==> config.mk <==
export PLATFORM = sky130hd
export DESIGN_NAME = countdown_timer_flat
export DESIGN_NICKNAME = d
export VERILOG_FILES = /design/src/rtl/countdown_timer_pkg.sv /design/src/rtl/countdown_timer_if.sv /design/src/rtl/countdown_timer_down_counter4.sv /design/src/rtl/countdown_timer.sv /design/src/flat_wrapper.sv
export SDC_FILE = /design/constraint.sdc
export NUM_CORES = 1
export LEC_CHECK = 0
export BUFFER_PORTS_ARGS = -buffer_cell sky130_fd_sc_hd__buf_2
export CELL_PAD_IN_SITES_DETAIL_PLACEMENT = 0
export CELL_PAD_IN_SITES_GLOBAL_PLACEMENT = 1
export CORE_MARGIN = 10
export CORE_UTILIZATION = 33
export CTS_CLUSTER_SIZE = 16
export DETAILED_ROUTE_END_ITERATION = 10
export HOLD_SLACK_MARGIN = 0.15
export PLACE_DENSITY = 0.77
export SYNTH_ARGS = -nofsm -noshare
export SYNTH_HDL_FRONTEND = slang
export SYNTH_HIERARCHICAL = 1
export SYNTH_SLANG_ARGS = --single-unit
==> constraint.sdc <==
create_clock -name i_CP -period 2.9 [get_ports i_CP]
set_input_delay 0.145 -clock i_CP [delete_from_list [all_inputs] [get_ports i_CP]]
set_output_delay 0.145 -clock i_CP [all_outputs]
set_load 0.005 [all_outputs]
==> src/rtl/countdown_timer_pkg.sv <==
// Shared types and constants for the countdown timer.
// COUNTDOWN_BCD_EN selects decimal digits (wrap 0 -> 9) instead of binary (wrap 0 -> 15).
package countdown_timer_pkg;
    typedef enum logic {IDLE = 1'b0, RUN = 1'b1} state_t;

    localparam int             DIGIT_W       = 4;
    localparam logic [DIGIT_W-1:0] DIGIT_MAX_BIN = 4'd15;
    localparam logic [DIGIT_W-1:0] DIGIT_MAX_BCD = 4'd9;

`ifdef COUNTDOWN_BCD_EN
    localparam logic [DIGIT_W-1:0] DIGIT_WRAP = DIGIT_MAX_BCD;
`else
    localparam logic [DIGIT_W-1:0] DIGIT_WRAP = DIGIT_MAX_BIN;
`endif
endpackage

==> src/rtl/countdown_timer_if.sv <==
// Control/status bundle of the countdown timer; master drives controls, slave is the timer.
interface countdown_timer_if #(parameter int DIGITS = 2);
    logic                  LDBar;
    logic [4*DIGITS-1:0]   D;
    logic                  START;
    logic                  STOP;
    logic                  PAUSE;
    logic                  AR;
    logic [4*DIGITS-1:0]   Q;
    logic                  ZERO;
    logic                  DONE;
    logic                  BUSY;

    modport master (output LDBar, D, START, STOP, PAUSE, AR,
                    input  Q, ZERO, DONE, BUSY);
    modport slave  (input  LDBar, D, START, STOP, PAUSE, AR,
                    output Q, ZERO, DONE, BUSY);
endinterface

==> src/rtl/countdown_timer_down_counter4.sv <==
// One 4-bit down-counter digit: sync clear, active-low load, enabled decrement with wrap.
// Wrap value comes from the package (binary or BCD via COUNTDOWN_BCD_EN).
module down_counter4
    import countdown_timer_pkg::*;
(
    input  logic               i_CP,
    input  logic               i_CR,
    input  logic               i_LDBar,
    input  logic               i_EN,
    input  logic [DIGIT_W-1:0] i_D,
    output logic [DIGIT_W-1:0] o_Q,
    output logic               o_BO
);
    logic [DIGIT_W-1:0] r_q;

    always_ff @(posedge i_CP) begin
        if (i_CR)          r_q <= '0;
        else if (!i_LDBar) r_q <= i_D;
        else if (i_EN)     r_q <= (r_q == '0) ? DIGIT_WRAP : r_q - 4'd1;
    end

    assign o_Q  = r_q;
    assign o_BO = (r_q == '0) & i_EN;
endmodule

==> src/rtl/countdown_timer.sv <==
// Loadable, pausable multi-digit countdown timer with one-cycle DONE and optional auto-reload.
// Digit wrap behaviour follows COUNTDOWN_BCD_EN (see package).
module countdown_timer
    import countdown_timer_pkg::*;
#(
    parameter int DIGITS = 2
) (
    input  logic               i_CP,
    input  logic               i_CR,
    countdown_timer_if.slave   bus
);
    localparam int W = DIGIT_W * DIGITS;

    state_t            r_state;
    logic              r_done;
    logic [W-1:0]      w_q;
    logic              w_zero;
    logic              w_cnt_ok;
    logic              w_run_act;
    logic              w_reload;
    logic              w_ld_n;
    logic [DIGITS-1:0] w_en;
    logic [DIGITS-1:0] w_bo;
    logic              w_unused_bo;

    assign w_zero    = (w_q == '0);
    // Counting is allowed only when no higher-priority action (load/stop/pause) claims the edge.
    assign w_cnt_ok  = (r_state == RUN) & bus.LDBar & ~bus.STOP & ~bus.PAUSE;
    assign w_run_act = w_cnt_ok & ~w_zero;
    assign w_reload  = w_cnt_ok & w_zero;
    assign w_ld_n    = bus.LDBar & ~w_reload;
    assign w_en[0]   = w_run_act;

    genvar g;
    generate
        for (g = 0; g < DIGITS; g++) begin : g_digit
            down_counter4 u_digit (
                .i_CP    (i_CP),
                .i_CR    (i_CR),
                .i_LDBar (w_ld_n),
                .i_EN    (w_en[g]),
                .i_D     (bus.D[g*DIGIT_W +: DIGIT_W]),
                .o_Q     (w_q[g*DIGIT_W +: DIGIT_W]),
                .o_BO    (w_bo[g])
            );
            if (g > 0) begin : g_chain
                assign w_en[g] = w_bo[g-1];
            end
        end
    endgenerate

    // The top digit's borrow has nowhere to go: Q never underflows while counting.
    assign w_unused_bo = w_bo[DIGITS-1];

    always_ff @(posedge i_CP) begin
        if (i_CR) begin
            r_state <= IDLE;
            r_done  <= 1'b0;
        end else begin
            r_done <= 1'b0;
            if (bus.LDBar) begin
                unique case (r_state)
                    IDLE: if (bus.START) begin
                        if (!w_zero) r_state <= RUN;
                        else         r_done  <= 1'b1;
                    end
                    RUN: if (bus.STOP) begin
                        r_state <= IDLE;
                    end else if (!bus.PAUSE) begin
                        if (!w_zero) begin
                            if (w_q == W'(1)) begin
                                r_done <= 1'b1;
                                if (!bus.AR) r_state <= IDLE;
                            end
                        end else if (bus.D == '0) begin
                            r_state <= IDLE;
                        end
                    end
                    default: r_state <= IDLE;
                endcase
            end
        end
    end

    assign bus.Q    = w_q;
    assign bus.ZERO = w_zero;
    assign bus.DONE = r_done;
    assign bus.BUSY = (r_state == RUN);
endmodule

==> src/flat_wrapper.sv <==
// flat-port wrapper written by rule: the top's interface ports become plain ports
module countdown_timer_flat import countdown_timer_pkg::*;
#(
    parameter int DIGITS = 2
)
  (i_CP, i_CR, bus_LDBar, bus_D, bus_START, bus_STOP, bus_PAUSE, bus_AR, bus_Q, bus_ZERO, bus_DONE, bus_BUSY);
  countdown_timer_if #(.DIGITS(DIGITS)) bus_i ();
  input  logic i_CP;
  input  logic i_CR;
  input wire logic [$bits(bus_i.LDBar)-1:0] bus_LDBar;
  input wire logic [$bits(bus_i.D)-1:0] bus_D;
  input wire logic [$bits(bus_i.START)-1:0] bus_START;
  input wire logic [$bits(bus_i.STOP)-1:0] bus_STOP;
  input wire logic [$bits(bus_i.PAUSE)-1:0] bus_PAUSE;
  input wire logic [$bits(bus_i.AR)-1:0] bus_AR;
  output wire logic [$bits(bus_i.Q)-1:0] bus_Q;
  output wire logic [$bits(bus_i.ZERO)-1:0] bus_ZERO;
  output wire logic [$bits(bus_i.DONE)-1:0] bus_DONE;
  output wire logic [$bits(bus_i.BUSY)-1:0] bus_BUSY;
  assign bus_i.LDBar = bus_LDBar;
  assign bus_i.D = bus_D;
  assign bus_i.START = bus_START;
  assign bus_i.STOP = bus_STOP;
  assign bus_i.PAUSE = bus_PAUSE;
  assign bus_i.AR = bus_AR;
  assign bus_Q = bus_i.Q;
  assign bus_ZERO = bus_i.ZERO;
  assign bus_DONE = bus_i.DONE;
  assign bus_BUSY = bus_i.BUSY;
  countdown_timer #(.DIGITS(DIGITS)) u_core (.i_CP(i_CP), .i_CR(i_CR), .bus(bus_i));
endmodule
# Word level (Yosys, flattened, before mapping)
# Cells that the tools add are included.
op_classes:
  n_bitwise: 13
  eq_ne: 3
  n_reduce_logical: 5
  n_mux: 22
  add_sub_neg: 2
ops:
  columns: ["operator", "n"]
  rows:
  - ["4-bit 2-to-1 mux", 6]
  - ["8-bit zero test", 2]
  - ["1-bit 2-to-1 mux", 14]
  - ["8-bit by 1-bit == test with 1-bit output (second input constant)", 1]
  - ["4-bit zero test", 2]
  - ["4-bit by 1-bit subtractor with 4-bit output (second input constant)", 2]
  - ["1-bit AND", 7]
  - ["1-bit inverter", 6]
  - ["2-bit by 1-bit inequality test with 1-bit output (second input constant)", 2]
  - ["1-bit case mux with 2 select lines", 2]
  - ["2-bit OR reduction", 1]
word_totals:
  reg_bits: 10
  word_cells: 49

# Depth between registers and ports, before layout
logic_depth:
  word_depth: 7
  ltp_mapped: 8
  mapped_depth_nobuf: 8

# Hierarchy
# Netlist, hierarchy kept.
by_module_without_submodules:
  columns: ["mod", "instances", "cells_each", "area_per_inst_um2"]
  rows:
  - ["down_counter4", 2, 30, 232.7]
  - ["countdown_timer", 1, 25, 207.7]

# Least setup slack after synthesis
# Ideal clock, no wire load.
synth_timing:
  path_type: "reg2reg"
  start: "register u_core.g_digit[0].u_digit.r_q[1]"
  end: "register u_core.g_digit[1].u_digit.r_q[3]"
  period_less_slack_ps: 2271
  path_stages_with_launch: 9
  t_arrival_ps: 2196
  slack_ps: 629
  cell_sequence: "dfxtp_1 or3_1 nor3_4 nor3_1 nand2_1 nor3_1 nand2_1 a311o_1 o22ai_1"
synth_between:
  elab_chain_cells: 5
synth_lines:
  columns: ["element", "line_no", "source"]
  rows:
  - ["from (decl)", "countdown_timer_down_counter4.sv:14", "logic [DIGIT_W-1:0] r_q;"]
  - ["from (signal assigned)", "countdown_timer_down_counter4.sv:18", "else if (!i_LDBar) r_q <= i_D;"]
  - ["from (signal assigned)", "countdown_timer_down_counter4.sv:19", "else if (i_EN) r_q <= (r_q == '0) ? DIGIT_WRAP : r_q - 4'd1;"]
  - ["8-bit zero test", "countdown_timer.sv:26", "assign w_zero = (w_q == '0);"]
  - ["via bus_ZERO", "flat_wrapper.sv:17", "output wire logic [$bits(bus_i.ZERO)-1:0] bus_ZERO;"]
  - ["1-bit inverter", "countdown_timer.sv:29", "assign w_run_act = w_cnt_ok & ~w_zero;"]
  - ["1-bit AND", "countdown_timer.sv:29", null]
  - ["via u_core.w_run_act", "countdown_timer.sv:19", "logic w_run_act;"]
  - ["1-bit AND", "countdown_timer_down_counter4.sv:23", "assign o_BO = (r_q == '0) & i_EN;"]
  - ["via u_core.w_bo[0]", "countdown_timer.sv:23", "logic [DIGITS-1:0] w_bo;"]
  - ["2-bit by 1-bit inequality test with 1-bit output (no source line)", null, null]
  - ["to (signal assigned)", "countdown_timer_down_counter4.sv:18", null]
  - ["to (signal assigned)", "countdown_timer_down_counter4.sv:19", null]
  - ["to (decl)", "countdown_timer_down_counter4.sv:14", null]
# The timed path passes the listed nets, and every way through them passes these cells.
# A chain may end at the register's enable or synchronous reset.

# Worst setup path in the final report
layout_timing:
  start: "register u_core.g_digit[0].u_digit.r_q[3]"
  end: "register u_core.g_digit[1].u_digit.r_q[3]"
layout_between:
  elab_chain_cells: 5
layout_lines:
  columns: ["element", "line_no"]
  rows:
  - ["8-bit zero test", "countdown_timer.sv:26"]
  - ["1-bit inverter", "countdown_timer.sv:29"]
  - ["1-bit AND", "countdown_timer.sv:29"]
  - ["via u_core.w_run_act", "countdown_timer.sv:19"]
  - ["1-bit AND", "countdown_timer_down_counter4.sv:23"]
  - ["via u_core.w_bo[0]", "countdown_timer.sv:23"]
  - ["2-bit by 1-bit inequality test with 1-bit output (no source line)", null]
# The timed path passes the listed nets, and every way through them passes these cells.

==> qor.csv <==
stage;metric;value;unit
critical_path;crit_type;reg2reg;
drt;totalWireLength;1920;um
sta;timing.slew.headroom;59.0;%
drt;antenna_left;0;
final_layout;antennaDiodeCount;0;
critical_path;arrival;2.49;ns
synthesis;yosysWarnings;6;
clock_network;cts_buffers;3;
final_layout;layout-drive-gt1-share;29.8;%
power_and_ir_drop;power.density;435;nW/um2
floorplanning;num_rows;16;
synthesis;syn-instance-count;84;
clock_network;cts_root_buffer;clkbuf_4;
grt;grt_pass1_vias;757;
sta;setup_ws;0.608;ns
final_layout;final_util;45.3;%
drt;drcViolationCount;0;
clock_network;cts_tree;built;
clock_network;ctsLongestPathBuffers;2;
clock_network;path_clk_slew;0.07;ns
floorplanning;pin_count;26;
placement;gp_congestion;0.785;
floorplanning;core_area;1940;um2
grt;grt_max_degree;14;
drt;viasPerCell;4.99;
drt;num_vias;703;
clock_network;clock_sinks;10;
sta;fmax;0.436;GHz
status;status;finished, final reports clean;
critical_path;cp-end-kind;flip-flop;
critical_path;crit_required;3.10;ns
clock_network;htree_levels;1;
sta;worst_slew_pin_slew;0.610;ns
grt;grt.overflow.total;0;
final_layout;mostFrequentLayoutCells;buf_2, nand2_1, dfxtp_1, inv_1, nor2_1;
placement;pre_cts_ws;0.606;ns
floorplanning;fp.dieW;65.0;um
sta;setup_tns;0;ns
final_layout;syn_to_final_growth;31.6;%
clock_network;clk-insertion-delay-late;0.26;ns
floorplanning;dieArea;4220;um2
power_and_ir_drop;p_int;0.270;mW
drt;first_pass_iters;4;
final_layout;finalInstanceArea;880;um2
synthesis;avgSynthCellArea;7.95;um2
sta;setup_violations;0;
job;cap_viol_max_count;0;
clock_network;post_cts_buffers;0;
min_path;hold_class;in2reg;
synthesis;synth_area;668;um2
placement;io_buffers;25;
power_and_ir_drop;swShare;29.4;%
critical_path;critPathLaunchType;flip-flop;
final_layout;layout.nets;132;
power_and_ir_drop;power_frac_seq;42.9;%
power_and_ir_drop;p_leak;0.374;nW
final_layout;final_common_cell;buf_2;
placement;place_area;823;um2
placement;dp_hpwl;1530;um
floorplanning;die_y;65.0;um
power_and_ir_drop;p_sw;0.113;mW
drt;drtIter0Drc;15;
drt;wire_per_inst;13.6;um
sta;slew_violations;0;
sta;hold-worst-slack;0.168;ns
synthesis;syn-num-nets;101;
sta;fin_skew;0.00618;ns
grt;antenna_found_initial;0;
sta;final.min_clock_period;2.29;ns
grt;grtUsageTotal;9.79;%
grt;grt_pass1_wl;3310;um
power_and_ir_drop;power.share.clock;33.2;%
sta;rsz0062_at_grt;false;
power_and_ir_drop;max-vdd-ir-drop;0.000244;V
sta;fin_crit_sh;79.0;%
floorplanning;start_util;34.4;%
power_and_ir_drop;pwr-share-comb;23.9;%
critical_path;path_max_fanout;6;
sta;hold_violations;0;
## cell type report
class | instances | area (um2)
clock buffer | 4 | 36.3
timing repair buffer | 29 | 160
inverter | 9 | 33.8
multi-input combinational | 62 | 415
tap | 27 | 33.8
sequential | 10 | 200
fill | 214 | 1060
## power by group through the flow
| stage | sequential [mW] | clock (mW) | combinational, mW |
|---|---|---|---|
| after floorplan | 0.162 | 0 | 0.0582 |
| after global placement | 0.167 | 0 | 0.0912 |
| after detailed placement | 0.167 | 0 | 0.0899 |
| after CTS | 0.164 | 0.131 | 0.0925 |
| after global routing | 0.167 | 0.140 | 0.103 |
| final | 0.164 | 0.127 | 0.0915 |
## path summary, 6_finish.rpt
path,to,depth (start not counted),slack [ns],from
worst max register to register,u_core/g_digit[1].u_digit/o_Q[3],9,0.61,u_core/g_digit[0].u_digit/o_Q[3]
worst max-delay path,u_core/g_digit[1].u_digit/o_Q[3],9,0.61,u_core/g_digit[0].u_digit/o_Q[3]
worst min register to register,u_core/bus.BUSY,2,0.59,u_core/bus.BUSY
worst min-delay path,u_core/g_digit[1].u_digit/o_Q[0],3,0.17,bus_D[4]
## metal layers
metal / up-vias / global-route usage (%) / wire length, um
met2: 17 / 15.1 / 869
met5: - / 0 / 0
met4: 0 / 6.68 / 17
li1: 367 / - / -
met1: 317 / 10.8 / 906
met3: 2 / 3.78 / 127
## critical path: stages, from the launching register on
cell,delay [ns]
dfxtp_1,0.43
or3_1,0.23
nor3_4,0.05
nor3_1,0.53
nand2_1,0.18
nor3_1,0.16
buf_4,0.17
nand2_1,0.05
a311o_1,0.31
o22ai_1,0.11
## what timing repair did
| action | in CTS | in global routing |
|---|---|---|
| gates resized for setup | 0 | 0 |
| endpoints found under the hold margin | 2 | 0 |
| endpoints found under the setup margin | 0 | 0 |
| hold buffers | 2 | 0 |
## sequential cells by signal, summed over array words and instances, names as in the netlist
| name | count |
|---|---|
| u_core/bus.BUSY | 1 |
| u_core/bus.DONE | 1 |
| u_core/g_digit.u_digit/o_Q | 8 |
## metrics by stage
stage	instances	power (mW)
after floorplan	84	0.220
after global placement	135	0.258
after detailed placement	135	0.257
after CTS	141	0.387
after global routing	141	0.410
final	141	0.382
(Power assumes the default switching activity.)
